==> config.mk <==
export PLATFORM = sky130hd
export DESIGN_NAME = reg_scan_reader
export DESIGN_NICKNAME = d
export VERILOG_FILES = /design/src/rtl/reg_scan_reader.sv
export SDC_FILE = /design/constraint.sdc
export NUM_CORES = 1
export LEC_CHECK = 0
export CORE_AREA = 2 2 67 85
export DETAILED_ROUTE_END_ITERATION = 8
export DIE_AREA = 0 0 69 87
export GPL_TIMING_DRIVEN = 0
export PLACE_DENSITY = 0.83
export REMOVE_ABC_BUFFERS = 1
export SYNTH_ARGS = -nofsm -noshare
export SYNTH_HDL_FRONTEND = slang
export SYNTH_SLANG_ARGS = --single-unit
==> constraint.sdc <==
create_clock -name CLK -period 3.8 [get_ports CLK]
set_input_delay 0.76 -clock CLK [delete_from_list [all_inputs] [get_ports CLK]]
set_output_delay 0.76 -clock CLK [all_outputs]
set_load 0.05 [all_outputs]
==> src/rtl/reg_scan_reader.sv <==
// Debug read master: walks register indices [first_reg..last_reg] over the register
// file read port and streams each captured word out on a valid/ready handshake.
module reg_scan_reader #(
    parameter int DATA_W = 32,
    parameter int ADDR_W = 5
) (
    input  logic              CLK,
    input  logic              RST,
    input  logic              start,
    input  logic              abort,
    input  logic [ADDR_W-1:0] first_reg,
    input  logic [ADDR_W-1:0] last_reg,
    input  logic [DATA_W-1:0] rd_data,
    input  logic              out_ready,
    output logic [ADDR_W-1:0] rd_addr,
    output logic              out_valid,
    output logic [DATA_W-1:0] out_data,
    output logic [ADDR_W-1:0] out_idx,
    output logic              busy,
    output logic              done
);

    // state | meaning
    // IDLE  | waiting for start
    // READ  | rd_addr presented, capture rd_data this edge
    // SEND  | word held on the stream until accepted
    // FIN   | done pulse, back to IDLE
    typedef enum logic [1:0] {IDLE, READ, SEND, FIN} state_t;

    state_t              state_q;
    logic [ADDR_W-1:0]   rd_addr_q;
    logic [ADDR_W-1:0]   last_q;
    logic [DATA_W-1:0]   out_data_q;
    logic [ADDR_W-1:0]   out_idx_q;
    logic                out_valid_q;
    logic                busy_q;
    logic                done_q;

    always_ff @(posedge CLK or negedge RST) begin
        if (!RST) begin
            state_q     <= IDLE;
            rd_addr_q   <= '0;
            last_q      <= '0;
            out_data_q  <= '0;
            out_idx_q   <= '0;
            out_valid_q <= 1'b0;
            busy_q      <= 1'b0;
            done_q      <= 1'b0;
        end else begin
            done_q <= 1'b0;
            if (abort && (state_q != IDLE)) begin
                // Abort is the only path that may drop an unaccepted word.
                state_q     <= IDLE;
                out_valid_q <= 1'b0;
                busy_q      <= 1'b0;
            end else begin
                case (state_q)
                    IDLE: begin
                        if (start && !abort) begin
                            busy_q <= 1'b1;
                            if (first_reg <= last_reg) begin
                                last_q    <= last_reg;
                                rd_addr_q <= first_reg;
                                state_q   <= READ;
                            end else begin
                                state_q <= FIN;
                                done_q  <= 1'b1;
                            end
                        end
                    end
                    READ: begin
                        out_data_q  <= rd_data;
                        out_idx_q   <= rd_addr_q;
                        out_valid_q <= 1'b1;
                        state_q     <= SEND;
                    end
                    SEND: begin
                        if (out_ready) begin
                            out_valid_q <= 1'b0;
                            // Compare before increment so last_reg at the top index never wraps.
                            if (rd_addr_q == last_q) begin
                                state_q <= FIN;
                                done_q  <= 1'b1;
                            end else begin
                                rd_addr_q <= rd_addr_q + 1'b1;
                                state_q   <= READ;
                            end
                        end
                    end
                    FIN: begin
                        state_q <= IDLE;
                        busy_q  <= 1'b0;
                    end
                    default: begin
                        state_q <= IDLE;
                        busy_q  <= 1'b0;
                    end
                endcase
            end
        end
    end

    assign rd_addr   = rd_addr_q;
    assign out_valid = out_valid_q;
    assign out_data  = out_data_q;
    assign out_idx   = out_idx_q;
    assign busy      = busy_q;
    assign done      = done_q;

endmodule

# Yosys cells after proc, flatten, opt, wreduce, memory -nomap -nowiden
# Index checks and enable logic that the tools add are counted.
# W data, S select, Z words.
[classes]
add_sub_neg = 1
magnitude_cmp = 1
n_eq_ne = 10
mux = 23
bitwise_logic = 1
n_reduce_logical = 14
[ops]
columns = ["operator", "count"]
rows = [
  ["$mux W5", 4],
  ["$mux W2", 5],
  ["$pmux W5 S2", 1],
  ["$mux W1", 9],
  ["$ne A2 B2 Y1 const B", 4],
  ["$pmux W2 S4", 1],
  ["$reduce_and A2 Y1", 4],
  ["$ne A3 B3 Y1 const B", 2],
  ["$pmux W1 S2", 3],
  ["$reduce_and A6 Y1", 1],
  ["$reduce_bool A3 Y1", 2],
  ["$add A5 B1 Y5 const B", 1],
  ["$eq A5 B5 Y1", 1],
  ["$le A5 B5 Y1", 1],
  ["$eq A2 B2 Y1 const B", 2],
  ["$reduce_and A4 Y1", 1],
  ["$reduce_bool A2 Y1", 2],
  ["$eq A2 B1 Y1 const B", 1],
  ["$logic_and A1 B1 Y1", 2],
  ["$logic_not A2 Y1", 1],
  ["$logic_not A1 Y1", 1],
  ["$not A1 Y1", 1],
]
[word_totals]
register_bits = 52
output_inout_bits = 45
elab_cells = 58

# Logic depth before layout (Yosys ltp)
# Gate-level depths: netlist of the first run.
[logic_depth]
word_depth = 5
depth_mapped = 7
ltp_nobuf = 7

# Worst setup path after synthesis of the first run
# No wires, ideal clock.
[synth_path]
kind = "input -> register"
start = "input port last_reg[1]"
end = "register last_q[0]"
setup_time_ps = 128
arrival_time_ps = 2231
path_slack_ps = 1441
cell_stages = 7
path_buffers = 0
path_cell_list = "inv_1 -> ha_1 -> nor2b_1 -> o21ai_1 -> a21oi_2 -> and4bb_4 -> mux2_1"
[synth_between]
elab_chain_cells = 2
[synth_rtl]
columns = ["element", "line_no", "text"]
rows = [
  ["start, declared", "12", "input logic [ADDR_W-1:0] last_reg,"],
  ["$le A5 B5 Y1", "61", "if (first_reg <= last_reg) begin"],
  ["$reduce_and A4 Y1 (no source line)", "-", ""],
  ["end signal, assigned", "62", "last_q <= last_reg;"],
  ["end, declared", "32", "logic [ADDR_W-1:0] last_q;"],
]
# No other way between the ends.
# A chain may end at the register's enable or synchronous reset.

# Final worst setup path of the first run
[layout_path]
start = "input port last_reg[3]"
end = "register last_q[4]"
# Same word-level chain as after synthesis.

==> results of run 1 <==
## state kept, by name, indices dropped and copies added, names as in the netlist
register   count
rd_addr        5
busy           1
out_idx        5
done           1
out_valid      1
last_q         5
state_q        2
out_data      32
## final cells by class
class,instances,area share (%)
clock buffers,5,1.96
inverters,7,0.818
multi-input cells,112,28.7
clock inverters,2,1.71
well taps,64,2.28
repair buffers,94,27.5
flip-flops and latches,52,37.0
## where the power goes
| group | switching [µW] | internal, µW |
|---|---|---|
| clock | 165 | 259 |
| sequential | 147 | 761 |
| combinational | 904 | 537 |
| total | 1220 | 1560 |
## cell usage after synthesis
cell type   n
o2bb2ai_1   1
buf_12      1
o32a_1      1
buf_6       1
mux2_2      7
ha_1        6
and3_4      1
o31ai_1     3
nand4b_1    1
a2111oi_4   1
inv_1       6
a21o_1      1
nor2b_1     1
o21ai_0     4
and3_1      3
mux2i_1     3
or2_4       1
inv_4       1
buf_2       4
a211o_1     1
a221oi_1    1
a21oi_2     2
mux2_1     35
nor3_4      2
nand2_1     3
dfrtp_1    52
o21ai_2     2
o21ai_1     4
nand4_1     1
a21oi_1     7
nor2_1      6
nor3b_1     1
xnor2_1     5
and4bb_4    1
nor3_1      4
nand3_1     3
## layer usage
metal | up-vias | routed length (µm) | global-route usage [%]
met5 | - | 0 | 0
met4 | 0 | 47 | 4.99
met3 | 4 | 249 | 3.94
met2 | 70 | 2600 | 31.3
met1 | 839 | 2010 | 20.4
li1 | 823 | - | -
## worst paths after layout
kind / from / endpoint / slack, ps / depth (start not counted)
worst min-delay path: RST / out_data[18] / 350 / 1
min in group CLK: out_data[20] / out_data[20] / 490 / 1
worst min register to register: out_data[20] / out_data[20] / 490 / 1
worst max-delay path: last_reg[3] / last_q[4] / 1120 / 8
max in group asynchronous: RST / out_data[22] / 2940 / 2
worst max register to register: state_q[0] / out_data[29] / 1880 / 4
## placed cells by master (no fill, tap or decap), types with 4 or more instances in the layout
master and n:
o21ai_1 4, mux2_1 35, dfrtp_1 52, clkbuf_8 5, clkdlybuf4s50_1 90, nor3_1 4, nor2_1 6, xnor2_1 5
o21ai_0 4, a21oi_1 7, mux2_2 7, ha_1 6, inv_1 6
## cell families (layout without fill, tap and decap cells)
logic type	Yosys count	after routing	synth area share, %
AO/OA/AOI/OAI	28	28	8.53
adder cells (fa/ha/maj)	6	6	3.14
multiplexers	45	45	21.0
XOR/XNOR	5	5	1.83
buffers and inverters	13	108	3.35
AND/OR/NAND/NOR	28	28	7.74
flip-flops	52	52	54.4
## through the flow
step / power [µW] / area [µm²] / hold slack, ps / utilization, %
after floorplan: 1830 / 2340 / 464 / -
after detailed placement: 2380 / 3390 / 474 / 64.5
after global routing: 2910 / 3520 / 360 / 67.0
after global placement: 2330 / 3330 / 466 / 63.4
final: 2770 / 3520 / 351 / 67.0
after CTS: 2810 / 3520 / 349 / 67.0
==> impl.org, run 1 <==
** Outcome
- Run status :: complete, no violations

** Route
- The first detailed-routing pass took 4 iterations.
- The final layout contains routed wiring with a total length of 4910 µm.
- Final ANT Viol Nets :: 0
- Vias per Instance :: 5.17
- Detailed router's first-iteration violation count :: 77
- For this run, design rule violations remaining after detail routing come to 0.
- Per-cell routed wire length :: 14.6 µm
- Summing over every cut layer, the via total after detailed routing is 1736.

** Hold path
- Type of the worst min-delay path :: in2async

** Finish
- Number of fill cells :: 415
- Cell Count, Final, Fillers Out :: 336
- At the end of the flow, the number of nets in the layout was 325.
- Register Area :: 1300 µm²
- In the final layout, the multi-input gates occupy 1010 µm².
- Number of diodes added for antenna fixing :: 0
- Layout cell share with drive strength beyond 1 :: 10.7%
- Syn-to-layout area delta :: 47.1%

** Die
- In this run the count of I/O pins placed on the die edge is 92.
- After floorplanning, the core was divided into 30 placement rows.
- The floorplan step defined a core boundary enclosing 5260 µm².
- The floorplan step defined a die boundary enclosing 6000 µm².
- Effective utilization at floorplan :: 45.5%
- Measured along the x axis, the die boundary spans 69 µm.
- In this run the vertical extent of the chip is 87 µm.

** Setup path
- For this design, the slowest cell found on the critical path is clkdlybuf4s50_1.
- For this run, the slowest stage of the critical path takes 470 ps.
- Sort of element at the end of the critical path :: flop
- In this run the worst path has a maximum fanout of 5.
- Crit start category :: primary input
- Worst endpoint required time :: 3980 ps
- Number of buffers and inverters on the critical path :: 2
- Critical path, cell by cell :: clkdlybuf4s50_1 -> inv_1 -> ha_1 -> a21o_1 -> a21oi_2 -> a21oi_2 -> and4bb_4 -> mux2_1
- By instance count, the cell type seen most on the critical path is a21oi_2.
- Kind of critical path :: in2reg
- For the worst setup path, the data arrival time is 2860 ps.
- On the critical path the largest part of the delay comes from compound AO/OA/AOI/OAI gates.

** Clock network
- Clock insertion delay at the later pin of the skew report :: 290 ps
- CTS built an H-tree with a depth of 2.
- Buffers added to address setup during post-CTS repair amount to 0.
- CTS Buffer Depth :: 2
- In this run, post-CTS hold repair placed 0 buffers.
- CTS saw 52 sinks.
- Resized cells post-CTS :: 0
- TritonCTS clock tree :: built
- CTS Buf Count :: 5
- The tree is rooted in a clkbuf_8.
- Clock-pin slew was measured on the worst setup and hold paths at 90 ps.

** Power
- The analysis attributes to cell leakage a power of 0.00146 µW.
- Worst vdd rail ir drop :: 0.310 mV
- Ratio of total power to cell area :: 788 nW/µm²

** Synth
- Area contributors post-synth :: dfrtp_1 54%, mux2_1 16%, mux2_2 3.3%
- Syn avg cell area :: 13.5 µm²
- Sequential elements use 54.4% of the synthesized area.
- Netlist cell types :: 36
- Synthesis produced 177 cells.
- Counting flops and latches in the post-synthesis netlist gives 52.
- The cell area that synthesis handed to floorplanning was 2390 µm².
- The Yosys step of the flow raised 0 warnings.
- Post-synth top area share :: 54.4%
- Of all cell types, the one taking the most synthesized area is dfrtp_1.

** Timing
- Slew at the pin with the worst max-slew slack :: 597 ps
- Setup TNS :: 0 ps
- Achievable clock frequency :: 0.373 GHz
- Final Slew Violations :: 0
- The final critical path takes up 70.5% of the cycle.
- Clock skew on the completed layout was measured at 1.76 ps.
- RSZ-0062 raised after global routing :: false
- Measured against its own limit, the worst slew margin works out to 60.1%.
- Number of failing hold endpoints at the final stage :: 0
- The worst path in the final design needs a cycle of 2680 ps, including I/O delays and setup.
- Smallest setup slack after layout :: 1120 ps
- Setup Viol. Count Final :: 0

** Global route
- Global routing used 17.2% of the available tracks across all layers.
- Antenna violations before repair :: 0
- The via count of the first global-routing pass is 1733.
- Entering global routing, the biggest net connects 41 pins.
- Global routing finished with a remaining overflow of 0.
- Global-route wire length before repair :: 8300 µm

** Placement
- Half-perimeter wire length after placement :: 3840 µm
- The number of placed instances, taps included, is 329.
- Quantity of I/O buffers inserted on ports :: 91
- OpenSTA, run right after detailed placement, puts the worst setup slack at 812 ps.
- Routability-driven placement finished with a final weighted congestion of 0.845.

** Job
- MaxCap Viol Count :: 0
Note: power is estimated with default switching activity, not from simulation.
==> run 2, diff against run 1 <==
CORE_AREA = 2 2 74 93   (was 2 2 67 85)
DIE_AREA = 0 0 76 95   (was 0 0 69 87)
PLACE_DENSITY = 0.73   (was 0.83)
clock period = 2.1 ns   (was 3.8 ns; I/O delays follow)
==> impl.org, run 2 (synthesis gave the netlist of run 1 again) <==
** Finish
- Number of diodes added for antenna fixing :: 0
- Cells with a size suffix above 1 make up 17.0% of the layout.
- The library cell used most frequently in the layout, excluding fill and tap cells, is clkdlybuf4s50_1.
- The register with the most flip-flops in the layout has 32 of them.
- Net total in the final layout :: 328
- Highest-count cells in the layout ignoring fill and taps :: 78 x clkdlybuf4s50_1, 52 x dfrtp_1, 30 x mux2_1, 9 x dlygate4sd2_1
- Syn-to-layout area delta :: 52.1%

** Placement
- Quantity of I/O buffers inserted on ports :: 91
- Post-Place Setup Slack :: -567 ps
- Half-perimeter wire length after placement :: 3940 µm
- At the end of routability-driven placement, the weighted congestion stood at 0.737.

** Clock network
- Buffers inserted to repair hold after CTS numbered 0.
- CTS Buffer Depth :: 2
- Number of clock sinks :: 52
- The root buffer cell chosen for the clock tree is clkbuf_8.
- CTS Buf Count :: 5
- After clock tree synthesis, the clock-pin slew on the worst setup and hold paths is 90 ps.
- The H-tree was split into 2 levels.
- Clock insertion delay at the later pin of the skew report :: 300 ps
- TritonCTS clock tree :: built

** Timing
- The final critical path takes up 95.4% of the cycle.
- The max-slew violation count came to 0.
- Setup repair after global routing left no endpoint under its margin.
- At the pin with the least slew margin, the transition time is 576 ps.
- Setup violations remaining at the end of the flow were counted as 0.
- The final count of hold timing violations was 0.
- Achievable clock frequency :: 0.499 GHz
- Setup TNS :: 0 ps
- Counting I/O delays and the setup requirement, the final critical path takes 2000 ps.
- Skew final :: 4.65 ps
- Slew headroom :: 61.6%
- After layout, the worst setup slack is 96.3 ps.

** Setup path
- Top Family by Delay on Critical Path :: buffers and inverters
- STA classifies the critical path endpoint as a primary output.
- At the worst endpoint, the arrival time is 1580 ps.
- Peak per-stage delay on the critical path :: 840 ps
- The number of buffers and inverters on the critical path is 1.
- Kind of critical path :: reg2out
- Along the worst path, the maximum fanout reaches 5.
- Worst endpoint required time :: 1680 ps
- Critical path, cell by cell :: clkdlybuf4s50_1
- The slowest stage of the critical path belongs to the cell clkdlybuf4s50_1.
- The worst setup path is launched from a flop.
- The worst register-to-register path begins at state_q[0].
- Worst setup path startpoint :: rd_addr[4]

** Global route
- Summed over all layers, the global routing overflow is 0.
- Pin count of the biggest net entering global routing :: 38
- Total global-route track usage :: 14.5%
- Global-route wire length before repair :: 8290 µm
- The via count of the first global-routing pass was 1694.
- The initial antenna violation count is 0.

** Route
- After detailed routing, the number of remaining DRC violations is 0.
- The first routing iteration left 55 violations.
- Vias per Instance :: 4.79
- The first detailed-routing pass took 4 iterations.
- Via Count :: 1740
- Total length of routed wires :: 5070 µm
- Dividing the detail-routed wire length by the instance count gives 14.0 µm.
- Final ANT Viol Nets :: 0

** Die
- For this configuration, the core starts out at a cell density of 37.4%.
- The floorplan step set the die height to 95 µm.
- DIE AREA :: 7220 µm²
- Pin placement for this block handled 92 I/O pins.
- From left edge to right edge, the die measures 76 µm.
- Placement row count :: 33
- After floorplanning, the core was sized to cover 6400 µm².

** Power
- The analysis attributes to cell leakage a power of 0.00154 µW.
- Worst vdd rail ir drop :: 0.537 mV
- Dividing total power by cell area gives a power density of 1380 nW/µm².

** Outcome
- Run status :: complete, no violations

** Hold path
- The tightest min-delay check is of the in2async type.

** Job
- The tool flagged a number of max-cap violations equal to 0.
-- run 2: changes by cell type in the layout (fill, tap and decap cells not counted), moves of 5 or more --
| cell | previous run | this run |
|---|---|---|
| mux2_4 | 0 | 5 |
| clkdlybuf4s50_1 | 90 | 78 |
| mux2_1 | 35 | 30 |
| dlygate4sd2_1 | 0 | 9 |
-- run 2: final cells by class --
type / count / area (µm²)
timing repair buffer: 97 / 987
multi-input combinational: 112 / 1090
clock buffer: 7 / 96.3
tap: 87 / 109
sequential: 52 / 1300
inverter: 7 / 28.8
fill: 548 / 2760
clock inverter: 1 / 30.0
-- run 2: routing by layer --
metal  routed length, µm  global-route usage [%]  vias up
met2                2630                    25.3       57
met4                  57                    5.00        0
met1                2100                    17.3      845
li1                    -                       -      833
met5                   0                       0        -
met3                 287                    4.21        5
-- run 2: power breakdown --
group | leakage (µW) | internal [µW] | switching, µW
Combinational | 0.000850 | 1000 | 1640
Sequential | 0.000625 | 1380 | 267
Clock | 0.0000645 | 421 | 311
Total | 0.00154 | 2800 | 2220
-- run 2: path summary, 6_finish.rpt --
path | cells after the start | endpoint | slack (ps)
max reg2reg | 5 | out_data[20] | 260
min reg2reg | 1 | out_data[8] | 490
min in group CLK | 1 | out_data[8] | 490
max in group asynchronous | 2 | out_data[30] | 1550
max | 1 | rd_addr[4] | 100
min | 1 | out_data[21] | 30
-- run 2: timing repair --
action	in CTS	in global routing
setup buffers	3	0
gates resized for setup	24	3
pin swaps	8	0
setup endpoints to repair	23	3
-- run 2: stage by stage --
step / total power (µW) / hold slack, ps / instance area (µm²) / cells / util, %
floorplan: 3320 / 124 / 2340 / 171 / -
global placement: 4230 / 466 / 3360 / 349 / 52.5
detailed placement: 4300 / 369 / 3420 / 352 / 53.4
CTS: 5090 / 35.1 / 3630 / 363 / 56.7
global route: 5280 / 42.7 / 3640 / 363 / 56.9
finish: 5020 / 29.9 / 3640 / 363 / 56.9
